$ cat src/rtl/debounce_sync_if.sv
// Signal bundle between a raw asynchronous level source and the debouncer.
// The source drives d; the debouncer returns the clean level, edge pulses and busy.
interface debounce_sync_if;
    logic d;
    logic q;
    logic rise;
    logic fall;
    logic busy;

    modport master (
        output d,
        input  q,
        input  rise,
        input  fall,
        input  busy
    );

    modport slave (
        input  d,
        output q,
        output rise,
        output fall,
        output busy
    );
endinterface

$ cat src/rtl/debounce_sync.sv
// Synchronizes a raw asynchronous level into clk, filters it with a stability
// counter and presents a registered clean level plus one-cycle rise/fall pulses.
module debounce_sync #(
    parameter int SYNC_STAGES = 2,
    parameter int CNT_MAX     = 4,
    parameter int CNT_W       = 16
) (
    input logic           clk,
    input logic           rst_n,
    debounce_sync_if.slave bus
);
    localparam logic [CNT_W-1:0] CNT_LAST = CNT_W'(CNT_MAX - 1);

    logic [SYNC_STAGES-1:0] r_sync;
    logic [CNT_W-1:0]       r_cnt;
    logic [CNT_W-1:0]       w_cnt_nxt;
    logic                   r_q;
    logic                   w_q_nxt;
    logic                   r_rise;
    logic                   w_rise_nxt;
    logic                   r_fall;
    logic                   w_fall_nxt;
    logic                   w_d_s;

    // Plain flop chain: no logic between stages so each flop can resolve.
    always_ff @(posedge clk or negedge rst_n) begin
        if (!rst_n) begin
            r_sync <= '0;
        end else begin
            r_sync <= {r_sync[SYNC_STAGES-2:0], bus.d};
        end
    end

    assign w_d_s = r_sync[SYNC_STAGES-1];

    // A mismatch must persist CNT_MAX consecutive edges; any match discards the run.
    always_comb begin
        w_cnt_nxt  = r_cnt;
        w_q_nxt    = r_q;
        w_rise_nxt = 1'b0;
        w_fall_nxt = 1'b0;
        if (w_d_s == r_q) begin
            w_cnt_nxt = '0;
        end else if (r_cnt == CNT_LAST) begin
            w_q_nxt    = w_d_s;
            w_cnt_nxt  = '0;
            w_rise_nxt = w_d_s;
            w_fall_nxt = ~w_d_s;
        end else begin
            w_cnt_nxt = r_cnt + CNT_W'(1);
        end
    end

    always_ff @(posedge clk or negedge rst_n) begin
        if (!rst_n) begin
            r_cnt  <= '0;
            r_q    <= 1'b0;
            r_rise <= 1'b0;
            r_fall <= 1'b0;
        end else begin
            r_cnt  <= w_cnt_nxt;
            r_q    <= w_q_nxt;
            r_rise <= w_rise_nxt;
            r_fall <= w_fall_nxt;
        end
    end

    assign bus.q    = r_q;
    assign bus.rise = r_rise;
    assign bus.fall = r_fall;
    assign bus.busy = (r_cnt != '0);
endmodule

$ cat src/flat_wrapper.sv
// flat-port wrapper written by rule: the top's interface ports become plain ports
module debounce_sync_flat 
#(
    parameter int SYNC_STAGES = 2,
    parameter int CNT_MAX     = 4,
    parameter int CNT_W       = 16
)
  (clk, rst_n, bus_d, bus_q, bus_rise, bus_fall, bus_busy);
  debounce_sync_if bus_i ();
  input logic clk;
  input logic rst_n;
  input wire logic [$bits(bus_i.d)-1:0] bus_d;
  output wire logic [$bits(bus_i.q)-1:0] bus_q;
  output wire logic [$bits(bus_i.rise)-1:0] bus_rise;
  output wire logic [$bits(bus_i.fall)-1:0] bus_fall;
  output wire logic [$bits(bus_i.busy)-1:0] bus_busy;
  assign bus_i.d = bus_d;
  assign bus_q = bus_i.q;
  assign bus_rise = bus_i.rise;
  assign bus_fall = bus_i.fall;
  assign bus_busy = bus_i.busy;
  debounce_sync #(.SYNC_STAGES(SYNC_STAGES), .CNT_MAX(CNT_MAX), .CNT_W(CNT_W)) u_core (.clk(clk), .rst_n(rst_n), .bus(bus_i));
endmodule
$ cat config.mk
export PLATFORM = sky130hd
export DESIGN_NAME = debounce_sync_flat
export DESIGN_NICKNAME = d
export VERILOG_FILES = /design/src/rtl/debounce_sync_if.sv /design/src/rtl/debounce_sync.sv /design/src/flat_wrapper.sv
export SDC_FILE = /design/constraint.sdc
export NUM_CORES = 1
export LEC_CHECK = 0
export CAP_MARGIN = 40
export CORE_AREA = 5 5 49 51
export CTS_CLUSTER_DIAMETER = 30
export DETAILED_ROUTE_END_ITERATION = 8
export DIE_AREA = 0 0 54 56
export GPL_ROUTABILITY_DRIVEN = 0
export PLACE_DENSITY = 0.72
export SYNTH_ARGS = -nofsm -noshare
export SYNTH_HDL_FRONTEND = slang
export SYNTH_SLANG_ARGS = --single-unit
$ cat constraint.sdc
create_clock -name clk -period 2 [get_ports clk]
set_input_delay 0.4 -clock clk [delete_from_list [all_inputs] [get_ports clk]]
set_output_delay 0.4 -clock clk [all_outputs]
set_load 0.05 [all_outputs]
==> reports/qor.tcl <==
set qor(run_status) {completed}
set qor(cp-end-kind) {output port}
set qor(clock_tree.htree_level_count) 1
set qor(hold_buffers) 0
set qor(critical_path_s_largest_stage_delay_ns) 0.48
set qor(regArea_um2) 526
set qor(reported_leakage_power_nw) 0.473
set qor(critical-path-slowest-cell) {sky130_fd_sc_hd__dfrtp_1}
set qor(sequentialPowerShare_pct) 44.1
set qor(path_buf_inv) 1
set qor(die_w_um) 54
set qor(max_clock_freq_mhz) 512
set qor(port-buffer-count) 6
set qor(area_added_between_synthesis_and_finish_pct) 18.7
set qor(hpwl_um) 1310
set qor(post_synth_main_area_contributors) {sky130_fd_sc_hd__dfrtp_1 (53%), sky130_fd_sc_hd__xnor2_1 (9.7%), sky130_fd_sc_hd__nor2_1 (6.1%)}
set qor(post-synth-top-count-cell) {sky130_fd_sc_hd__dfrtp_1}
set qor(tritoncts_clock_tree) {done}
set qor(synthDominantCellAreaShare_pct) 53.1
set qor(layout_cells_sized_above_1_pct) 16.4
set qor(peakVddDrop_v) 0.000656
set qor(via_count_of_the_first_global_routing_pass) 716
set qor(floorplan.core_area_um2) 1900
set qor(core.rowCount) 16
set qor(dr.first_iter.drc_count) 19
set qor(synth.yosys.warnings) 0
set qor(dieHeight_um) 56
set qor(final-max-slew-violation-count) 0
set qor(skew_ns) 0.00113
set qor(post_synth_num_cell_types) 21
set qor(synth.yosys.seq_area_share_pct) 53.1
set qor(hold_ws_ns) 0.378
set qor(cts.reportedPaths.clkPinSlew_ns) 0.12
set qor(synthTopCellsByCount) {sky130_fd_sc_hd__dfrtp_1 (21), sky130_fd_sc_hd__nor2_1 (16), sky130_fd_sc_hd__xnor2_1 (11)}
set qor(fin_area_um2) 1170
set qor(clock_power_share_pct) 18.1
set qor(swShare_pct) 36.2
set qor(max_slew.worst_pin.slew_ns) 0.511
set qor(grt_remaining_overflow) 0
set qor(crit_path_max_fanout) 5
set qor(initial_core_util_pct) 52.0
set qor(pwr_density_cell_nw_per_um2) 976
set qor(synth.avg_cell_area_um2) 10.2
set qor(p_int_uw) 732
set qor(switchingPower_uw) 415
set qor(clk_latency_ns) 0.30
set qor(ant_nets) 0
set qor(route.final.wire_length_um) 1850
set qor(insertedDiodeCount) 0
set qor(class_of_the_tightest_hold_or_removal_check) {reg -> reg}
set qor(drc) 0
set qor(finalWorstPathRequiredPeriod_ns) 1.95
set qor(grt_max_degree) 22
set qor(number_of_register_bits_inferred_by_synthesis) 21
set qor(synth_top_cell_by_area) {sky130_fd_sc_hd__dfrtp_1}
set qor(fillerInstances) 136
set qor(finalSetupViolCount) 0
set qor(drt-wirelength-per-cell_um) 13.5
set qor(track_usage_pct) 14.7
set qor(multiInputGateArea_um2) 453
set qor(critical_path.top_delay_family) {simple AND/OR/NAND/NOR gates}
set qor(crit_path_cell_trace) {nor4_2, nand4_1, buf_12}
set qor(ys_dominant_reg_cell) {sky130_fd_sc_hd__dfrtp_1}
set qor(nNetsFinal) 116
set qor(timing.final.hold_violations) 0
set qor(grt_antenna_before_repair) 0
set qor(timing.critical_path.required_ns) 1.60
set qor(worst_slew_margin_rel_pct) 65.8
set qor(clock-sinks) 21
set qor(critical_path_class) {reg -> out}
set qor(grt_first_pass_wirelength_um) 3310
set qor(drt_first_pass_iters) 4
set qor(buffer_depth_of_the_longest_clock_path) 2
set qor(async_reset_ff_share_pct) 100
set qor(tritoncts.num_buffers) 3
set qor(timing.critical_path.arrival_ns) 1.55
set qor(clock-root-buffer) {sky130_fd_sc_hd__clkbuf_4}
set qor(dieArea_um2) 3020
set qor(detailed_place.area_um2) 1100
set qor(syn-cell-area_um2) 990
set qor(net_count_of_the_mapped_netlist) 102
set qor(maxCapViolCount) 0
set qor(final_min_period_over_clock_period_pct) 97.6
set qor(num_vias) 729
set qor(synth-edff-count) 0
set qor(syn_inst) 97
set qor(avgViaCountPerCell) 5.32
set qor(pwr-share-comb_pct) 37.8
set qor(ios) 7
set qor(startpoint_type) {flip-flop}
-- per-stage QoR --
stage,TNS [ns],util (%),instances,power (mW),setup WS [ns]
3_5_place_dp,0,58.0,131,0.915,0.361
2_1_floorplan,0,-,97,0.751,0.322
4_1_cts,0,59.6,135,1.12,0.000644
6_report,0,61.8,137,1.15,0.0487
5_1_grt,-0.0444,61.8,137,1.21,-0.0444
3_3_place_gp,0,58.0,131,0.911,0.362
-- cells by family (layout without fill, tap and decap cells) --
kind of cell / Yosys count / in the layout / share of synthesized area (%)
and+or+nand+nor: 49 / 49 / 26.3
DFF: 21 / 21 / 53.1
xor gates and xnor gates: 14 / 14 / 12.4
buffers and inverters: 8 / 21 / 3.54
adders and majority gates: 2 / 2 / 2.53
AOI/OAI and AO/OA: 2 / 2 / 1.01
muxes: 1 / 1 / 1.14
-- power groups by stage --
stage          combinational (mW)  clock, mW  sequential, mW
6_report                    0.433      0.207           0.506
5_1_grt                     0.466      0.232           0.514
4_1_cts                     0.399      0.216           0.509
3_5_place_dp                0.399          0           0.516
3_3_place_gp                0.398          0           0.513
2_1_floorplan               0.207          0           0.544
-- final cells by class --
class	count	area share (%)
clock buffers	3	1.92
well taps	27	2.88
flip-flops and latches	21	44.7
inverters	6	1.92
repair buffers	11	9.37
clock inverters	1	0.639
multi-input cells	68	38.6
-- cells in the final DEF (no fill, tap or decap), types with 4 or more instances in the layout --
| master | count |
|---|---|
| sky130_fd_sc_hd__dfrtp_1 | 21 |
| sky130_fd_sc_hd__nor4_1 | 4 |
| sky130_fd_sc_hd__inv_1 | 6 |
| sky130_fd_sc_hd__nand4_1 | 5 |
| sky130_fd_sc_hd__nor2_1 | 16 |
| sky130_fd_sc_hd__clkdlybuf4s50_1 | 4 |
| sky130_fd_sc_hd__buf_4 | 5 |
| sky130_fd_sc_hd__nor3_1 | 4 |
| sky130_fd_sc_hd__xnor2_1 | 11 |
| sky130_fd_sc_hd__nand2_1 | 4 |
-- worst register-to-register path: stages (launching register included) --
cell,delay [ns]
sky130_fd_sc_hd__dfrtp_1,0.41
sky130_fd_sc_hd__buf_4,0.12
sky130_fd_sc_hd__ha_1,0.21
sky130_fd_sc_hd__nor3b_1,0.20
sky130_fd_sc_hd__nand4_1,0.26
sky130_fd_sc_hd__nand2_1,0.18
sky130_fd_sc_hd__buf_4,0.17
sky130_fd_sc_hd__a21oi_1,0.05
-- layer usage --
layer	global-route usage (%)	part of all wire, %	vias up
li1	-	-	359
met4	5.34	1.0	0
met1	19.7	42	355
met2	21.8	52	13
met5	0	0	-
met3	4.83	5.0	2
-- path summary, 6_finish.rpt --
kind                                   from          endpoint  slack [ns]  cells past startpoint
max                         u_core.r_cnt[3]          bus_busy        0.05                      3
min                        u_core.r_sync[0]  u_core.r_sync[1]        0.38                      0
max reg2reg                 u_core.r_cnt[0]  u_core.r_cnt[15]        0.30                      7
min reg2reg                u_core.r_sync[0]  u_core.r_sync[1]        0.38                      0
max in group asynchronous             rst_n  u_core.r_cnt[11]        1.37                      2
min in group asynchronous             rst_n   u_core.r_cnt[2]        0.42                      2
-- state kept, by name (all words and copies together), names as in the netlist --
name	flops
u_core.bus.fall	1
u_core.r_cnt	16
u_core.r_sync	2
u_core.bus.q	1
u_core.bus.rise	1
-- timing repair --
item | in CTS | in global routing
buffers inserted | 0 | 2
endpoints found under the setup margin | 0 | 2
resized for setup | 0 | 5
No activity file was read; power rests on OpenSTA's default activity.
